## src/rtl/insn_frame_loader.sv

```systemverilog
// Purpose : stages a 16-instruction frame from the scheduler's beat stream into a
//           local buffer, then serves core fetches from it until the core halts.
// Latency : run_start 1 cycle after the last beat capture; fetch_insn 1 cycle after fetch_en.
// Backpressure: ready=0 while the core runs a frame; the scheduler gates start on ready.
//
// Ports
//   clk, reset            clock, synchronous active-high reset
//   start, load_cnt       beat strobe and beat index from the scheduler
//   insn_data             beat payload, instruction 0 in the LSBs
//   init_r0_en, init_r0   R0 initial value, latched with beat 0
//   ready                 idle / accepting a frame
//   run_start             one-cycle pulse: frame loaded, core starts at pc 0
//   r0_wr, r0_val         R0 initialisation qualifier and value (with run_start)
//   fetch_en, fetch_pc    core fetch request and instruction index
//   fetch_insn            registered fetched instruction
//   halt                  core finished the frame
//   load_err              sticky beat-sequence error
//
// Build option: define INSN_LOADER_CHECK_EN to track the expected beat index and
// flag out-of-order beats on load_err (frame discarded). Undefined, load_cnt is
// trusted as the write index and load_err is tied low.

module insn_frame_loader #(
  parameter  int INSN_WIDTH     = 16,
  parameter  int INSNS_PER_PART = 4,
  parameter  int LOAD_TIME      = 4,
  parameter  int REG_WIDTH      = 8,
  localparam int CNT_W          = (LOAD_TIME > 1) ? $clog2(LOAD_TIME) : 1
) (
  input  logic                               clk,
  input  logic                               reset,
  input  logic                               start,
  input  logic [CNT_W-1:0]                   load_cnt,
  input  logic [INSN_WIDTH*INSNS_PER_PART-1:0] insn_data,
  input  logic                               init_r0_en,
  input  logic [REG_WIDTH-1:0]               init_r0,
  output logic                               ready,
  output logic                               run_start,
  output logic                               r0_wr,
  output logic [REG_WIDTH-1:0]               r0_val,
  input  logic                               fetch_en,
  input  logic [3:0]                         fetch_pc,
  output logic [INSN_WIDTH-1:0]              fetch_insn,
  input  logic                               halt,
  output logic                               load_err
);

  localparam int FRAME = LOAD_TIME * INSNS_PER_PART;
  localparam logic [CNT_W-1:0] LAST_CNT = CNT_W'(LOAD_TIME - 1);

  typedef enum logic [1:0] {
    ST_IDLE = 2'd0,
    ST_LOAD = 2'd1,
    ST_RUN  = 2'd2
  } state_t;

  state_t state;
  logic   r0_pend;
  logic   beat_ok;
  logic   cap_en;

  logic [FRAME-1:0][INSN_WIDTH-1:0] frame_rd;

`ifdef INSN_LOADER_CHECK_EN
  logic [CNT_W-1:0] exp_cnt;
`endif

  // A beat is accepted in IDLE only if it opens a frame; in LOAD either the
  // tracked index must match, or the scheduler's index is taken as-is.
  always_comb begin
    beat_ok = 1'b0;
    case (state)
      ST_IDLE: beat_ok = (load_cnt == '0);
`ifdef INSN_LOADER_CHECK_EN
      ST_LOAD: beat_ok = (load_cnt == exp_cnt);
`else
      ST_LOAD: beat_ok = 1'b1;
`endif
      default: beat_ok = 1'b0;
    endcase
  end

  assign cap_en = start && beat_ok;

  // ready is a pure decode of the state register, so it is glitch-free and
  // stays high through the capture cycle of the final beat.
  assign ready = (state != ST_RUN);

  // Instruction buffer: one register per slot, no reset. It can only be read
  // in RUN, which is reachable only through a completed load, so stale
  // contents after reset are never exposed.
  for (genvar s = 0; s < FRAME; s++) begin : g_slot
    logic [INSN_WIDTH-1:0] slot_q;

    always_ff @(posedge clk) begin
      if (cap_en && (load_cnt == CNT_W'(s / INSNS_PER_PART))) begin
        slot_q <= insn_data[(s % INSNS_PER_PART)*INSN_WIDTH +: INSN_WIDTH];
      end
    end

    assign frame_rd[s] = slot_q;
  end

  always_ff @(posedge clk) begin
    if (reset) begin
      state      <= ST_IDLE;
      run_start  <= 1'b0;
      r0_wr      <= 1'b0;
      r0_val     <= '0;
      r0_pend    <= 1'b0;
      fetch_insn <= '0;
`ifdef INSN_LOADER_CHECK_EN
      exp_cnt    <= '0;
      load_err   <= 1'b0;
`endif
    end else begin
      run_start <= 1'b0;
      r0_wr     <= 1'b0;

      case (state)
        ST_IDLE, ST_LOAD: begin
          if (cap_en) begin
            if (load_cnt == '0) begin
              r0_val  <= init_r0;
              r0_pend <= init_r0_en;
            end
            if (load_cnt == LAST_CNT) begin
              state     <= ST_RUN;
              run_start <= 1'b1;
              // With a single-beat frame the pending flag is being written
              // this same cycle, so take it straight from the input.
              r0_wr     <= (load_cnt == '0) ? init_r0_en : r0_pend;
            end else begin
              state <= ST_LOAD;
            end
`ifdef INSN_LOADER_CHECK_EN
            exp_cnt <= load_cnt + 1'b1;
`endif
          end
`ifdef INSN_LOADER_CHECK_EN
          else if (start) begin
            // Out-of-sequence beat: drop the partial frame.
            load_err <= 1'b1;
            state    <= ST_IDLE;
          end
`endif
        end

        ST_RUN: begin
          if (fetch_en) begin
            fetch_insn <= frame_rd[fetch_pc];
          end
          if (halt) begin
            state <= ST_IDLE;
          end
        end

        default: state <= ST_IDLE;
      endcase
    end
  end

`ifndef INSN_LOADER_CHECK_EN
  assign load_err = 1'b0;
`endif

endmodule

```

## config.mk

```make
export PLATFORM = sky130hd
export DESIGN_NAME = insn_frame_loader
export DESIGN_NICKNAME = d
export VERILOG_FILES = /design/src/rtl/insn_frame_loader.sv
export SDC_FILE = /design/constraint.sdc
export NUM_CORES = 1
export LEC_CHECK = 0
export BUFFER_PORTS_ARGS = -buffer_cell sky130_fd_sc_hd__buf_2
export CORE_ASPECT_RATIO = 1.2
export CORE_MARGIN = 2
export CORE_UTILIZATION = 25
export CTS_CLUSTER_DIAMETER = 150
export DETAILED_ROUTE_END_ITERATION = 10
export GPL_TIMING_DRIVEN = 1
export PLACE_DENSITY_LB_ADDON = 0.1
export SLEW_MARGIN = 40
export SYNTH_ARGS = -nofsm -noshare
export SYNTH_HDL_FRONTEND = slang
export SYNTH_SLANG_ARGS = --single-unit
```

## constraint.sdc

```tcl
create_clock -name clk -period 14.7 [get_ports clk]
set_input_delay 0 -clock clk [delete_from_list [all_inputs] [get_ports clk]]
set_output_delay 0 -clock clk [all_outputs]
set_load 0.005 [all_outputs]
```

# After elaboration in Yosys (flattened, before gate mapping)
# Cells that the tools add are included.
# W data, S select, Z words.
[word_totals]
ff_bits = 285
output_inout_bits = 28
elab_cells = 57
[classes]
order_cmp = 1
n_eq_ne = 8
n_mux = 9
n_bitwise = 3
reduce_logical = 14
[op_table]
columns = ["cell", "n"]
rows = [
  ["$bmux W16 S4", 1],
  ["$mux W16", 1],
  ["$eq A2 B2 Y1 const B", 3],
  ["$mux W2", 3],
  ["$ne A2 B2 Y1 const B", 3],
  ["$reduce_and A2 Y1", 3],
  ["$logic_and A1 B1 Y1", 5],
  ["$lt A4 B5 Y1 const B", 1],
  ["$eq A2 B1 Y1 const B", 2],
  ["$logic_not A2 Y1", 2],
  ["$pmux W2 S2", 1],
  ["$reduce_or A4 Y1", 1],
  ["$not A1 Y1", 3],
  ["$reduce_and A3 Y1", 1],
  ["$reduce_or A3 Y1", 1],
  ["$mux W1", 2],
  ["$pmux W1 S2", 1],
  ["$reduce_or A2 Y1", 1],
]

# Longest topological paths before layout
[logic_depth]
word_depth = 5
depth_mapped = 8

# Worst setup path after synthesis
# No wires, ideal clock.
[synth_path]
path_kind = "reg-to-reg"
start = "register state[1]"
end = "register g_slot[4].slot_q[0], enable pin"
setup_ps = 578
t_arrival_ps = 5268
t_required_ps = 14122
slack_ps = 8854
path_stages_with_launch = 4
n_path_buf = 0
path_cell_list = "dfxtp_1 nor2b_1 o21ai_1 nor3b_1"
[synth_via]
elab_chain_len = 4
elab_cells_between_ends = 5
cone_classes = "eq/ne (1); mux (1); reduce/logical (3)"
[synth_rtl]
columns = ["item", "line_no", "text"]
rows = [
  ["start, declared", "57", "state_t state;"],
  ["start signal, assigned", "106", "state <= ST_IDLE;"],
  ["start signal, assigned", "128", "state <= ST_RUN;"],
  ["start signal, assigned", "134", "state <= ST_LOAD;"],
  ["$eq A2 B1 Y1 or $logic_not A2 Y1 (tied branches)", "72", "case (state)"],
  ["$pmux W1 S2 (*)", "72", ""],
  ["$logic_and A1 B1 Y1 (*)", "83", "assign cap_en = start && beat_ok;"],
  ["$logic_and A1 B1 Y1 (*)", "96", "if (cap_en && (load_cnt == CNT_W'(s / INSNS_PER_PART))) begin"],
  ["end signal, assigned", "97", "slot_q <= insn_data[(s % INSNS_PER_PART)*INSN_WIDTH +: INSN_WIDTH];"],
  ["end, declared", "93", "logic [INSN_WIDTH-1:0] slot_q;"],
]
# Mark *: on every way between the ends. The rest lies on a longest branch, timed or not.
# A chain may end at the register's enable or synchronous reset.

# Final worst setup path
[layout_path]
start = "register state[1]"
end = "register r0_pend"
[layout_via]
elab_chain_len = 4
elab_cells_between_ends = 6
cone_classes = "eq/ne (1); mux (1); reduce/logical (4)"
[layout_rtl]
columns = ["item", "line_no", "text"]
rows = [
  ["$eq A2 B1 Y1 or $logic_not A2 Y1 (tied branches)", "72, 120", ""],
  ["$pmux W1 S2", "72", ""],
  ["$logic_and A1 B1 Y1", "83", ""],
  ["$reduce_and A2 Y1 (no line) (*)", "--", ""],
  ["end signal, assigned", "125", "r0_pend <= init_r0_en;"],
  ["end, declared", "58", "logic r0_pend;"],
]
# Marks and branches as above.

==> results.sh <==
export IMPL_arrival_ns=3.32
export IMPL_maxCapViolCount=0
export IMPL_wl_per_cell_um=20.1
export IMPL_crit_family="buffers and inverters"
export IMPL_drt_iter0_drc=334
export IMPL_crit_chain="nor2b_1 > or3b_1 > clkinv_2 > buf_6 > nand2_1 > a21oi_1 > dlygate4sd3_1"
export IMPL_relSlewSlack_pct=45.4
export IMPL_crit_path_end_kind="register"
export IMPL_netlist_area_um2=10900
export IMPL_clk_latency_ns=0.55
export IMPL_critical_path_class="reg2reg"
export IMPL_syn_avg_cell_area_um2=20.5
export IMPL_overflow=0
export IMPL_grt_max_degree=65
export IMPL_finalNetCount=831
export IMPL_cts_buffers=31
export IMPL_drc=0
export IMPL_die_y_um=232
export IMPL_grt_pass1_vias=6435
export IMPL_h_tree_depth=1
export IMPL_grt_usage_pct=11.9
export IMPL_multiInputGateArea_um2=2400
export IMPL_finalSetupViolCount=0
export IMPL_yosysTopAreaCell="edfxtp_1"
export IMPL_synth_cell_type_count=32
export IMPL_critPathBufInv=3
export IMPL_finalWeightedCongestion=0.706
export IMPL_io_pins=112
export IMPL_rrSetupSlack_ns=11.88
export IMPL_slowest_delay_ns=0.56
export IMPL_cts_tree="yes"
export IMPL_tightestPinTransition_ns=0.815
export IMPL_clockRootBuffer="clkbuf_16"
export IMPL_clock_sinks=285
export IMPL_final_common_cell="edfxtp_1"
export IMPL_grt_setup_unrepaired="false"
export IMPL_hp_class="in2reg"
export IMPL_ir_drop_v=0.0000894
export IMPL_grt_pass1_wl_um=40000
export IMPL_status="complete, no violations"
export IMPL_die_area_um2=45100
export IMPL_finalCritPeriodShare_pct=19.2
export IMPL_detail_route_antenna_nets=0
export IMPL_cts_clk_slew_worst_paths_ns=0.06
export IMPL_syn_num_nets=614
export IMPL_max_freq_mhz=354
export IMPL_crit_fanout=53
export IMPL_io_buffers=110
export IMPL_power_leakage_uw=0.00488
export IMPL_rows=83
export IMPL_cts_resized_gates=0
export IMPL_cts_buffer_depth=3
export IMPL_dp_hpwl_um=15700
export IMPL_area_growth_pct=28.3
export IMPL_ys_seq_area_share_pct=76.1
export IMPL_finalSetupTns_ns=0
export IMPL_critPathRequiredTime_ns=15.20
export IMPL_cp_start_kind="register"
export IMPL_cpMaxStageDelayCell="dlygate4sd3_1"
export IMPL_antenna_cells=0
export IMPL_place_inst=1177
export IMPL_fin_crit_ns=2.82
export IMPL_drt_total_wl_um=26500
export IMPL_register_area_um2=8270
export IMPL_maxSlewViolCount=0
export IMPL_dr_pass1_iters=4
export IMPL_vias=5819
export IMPL_die_w_um=194
export IMPL_antenna_found_initial=0
export IMPL_initial_utilization_pct=25.4
export IMPL_fin_skew_ns=0.00668
export IMPL_synth_cells=530
export IMPL_yosysTopAreaCellShare_pct=70.8
export IMPL_drt_vias_per_instance=4.40
export IMPL_drive_gt1_share_pct=25.9
export IMPL_power_density_nw_per_um2=127
export IMPL_hold_viol=0
export IMPL_final_cell_mix="edfxtp_1, buf_2, dlygate4sd3_1"
export IMPL_ys_top_cells_by_area="edfxtp_1, mux4_2, dfxtp_1, mux4_1, mux2i_1"
export IMPL_core_area_um2=42800
export IMPL_yosys_warnings=0
export IMPL_ys_ff_latch=285
export IMPL_final_fill_count=4195
export IMPL_final_cells=1321
-- where the power goes --
part	internal [µW]	leakage [µW]	switching, µW
logic	49.0	0.00183	53.4
clock network	459	0.000491	303
registers	900	0.00256	3.64
total	1410	0.00488	360
-- layer usage --
| metal | routed length [µm] | share of wire, % | track usage, % | up-vias |
|---|---|---|---|---|
| met2 | 14000 | 53 | 21.9 | 128 |
| met3 | 1170 | 4.4 | 1.96 | 24 |
| li1 | - | - | - | 2619 |
| met1 | 10900 | 41 | 14.2 | 3048 |
| met4 | 461 | 1.7 | 3.39 | 0 |
| met5 | 0 | 0 | 0 | - |
-- kinds of logic after synthesis --
kind of cell | synth area share (%)
muxes | 15.1
DFF | 76.1
and+or+nand+nor | 2.80
buffers and inverters | 2.14
other | 0.0345
AOI/OAI and AO/OA | 3.74
-- cells in the mapped netlist --
master	instances
nor3b_1	2
clkbuf_1	4
or3b_1	1
o21ai_1	16
or2_1	1
and4bb_1	1
inv_1	1
nor2_1	4
a32oi_1	16
edfxtp_1	256
and3_1	1
a22oi_1	16
conb_1	1
mux4_1	22
inv_2	1
o21ai_0	1
nor3_1	2
buf_1	3
buf_4	2
buf_6	3
dfxtp_1	29
nand2_1	23
nor4_1	1
a21oi_1	11
buf_2	10
mux2i_1	48
and2_1	1
a31oi_1	1
nand2b_1	18
nor2b_1	3
mux4_2	26
buf_12	5
-- final cells by class --
class | count | area share (%)
Multi-Input combinational cell | 216 | 17.2
Tap cell | 552 | 4.96
Clock buffer | 45 | 6.23
Inverter | 2 | 0.0629
Clock inverter | 10 | 0.916
Timing Repair Buffer | 211 | 11.3
Sequential cell | 285 | 59.4
-- per-stage QoR --
step | area, µm² | worst slack (ns) | utilization (%) | total power (µW) | hold slack (ns)
6_report | 13900 | 11.88 | 32.6 | 1770 | 0.0432
5_1_grt | 13900 | 11.61 | 32.6 | 1840 | 0.0612
4_1_cts | 13900 | 11.64 | 32.5 | 1800 | 0.0324
3_5_place_dp | 12000 | 12.12 | 28.1 | 1010 | 0.234
3_3_place_gp | 12000 | 11.89 | 28.0 | 1010 | 0.228
2_1_floorplan | 10900 | 8.85 | - | 971 | 0.0839
-- path summary, 6_finish.rpt --
check | cells after the start | endpoint | from
worst min register to register | 1 | r0_wr | r0_pend
worst max register to register | 7 | r0_pend | state[1]
worst min-delay path | 5 | fetch_insn[0] | fetch_pc[3]
worst max-delay path | 7 | r0_pend | state[1]
-- state kept, by name, summed over array words and instances, names as in the netlist --
signal         count
fetch_insn        16
g_slot.slot_q    256
r0_pend            1
r0_val             8
r0_wr              1
run_start          1
state              2
-- worst min-delay path, cell delays in order --
cell and delay [ns]:
buf_2 0.09, buf_4 0.22, nand2b_1 0.11, a32oi_1 0.08, o21ai_0 0.06
-- repair_timing --
action,in CTS,in global routing
hold buffers,89,0
endpoints found under the setup margin,0,0
endpoints found under the hold margin,270,0
setup buffers,0,0
No activity file was read; power rests on OpenSTA's default activity.
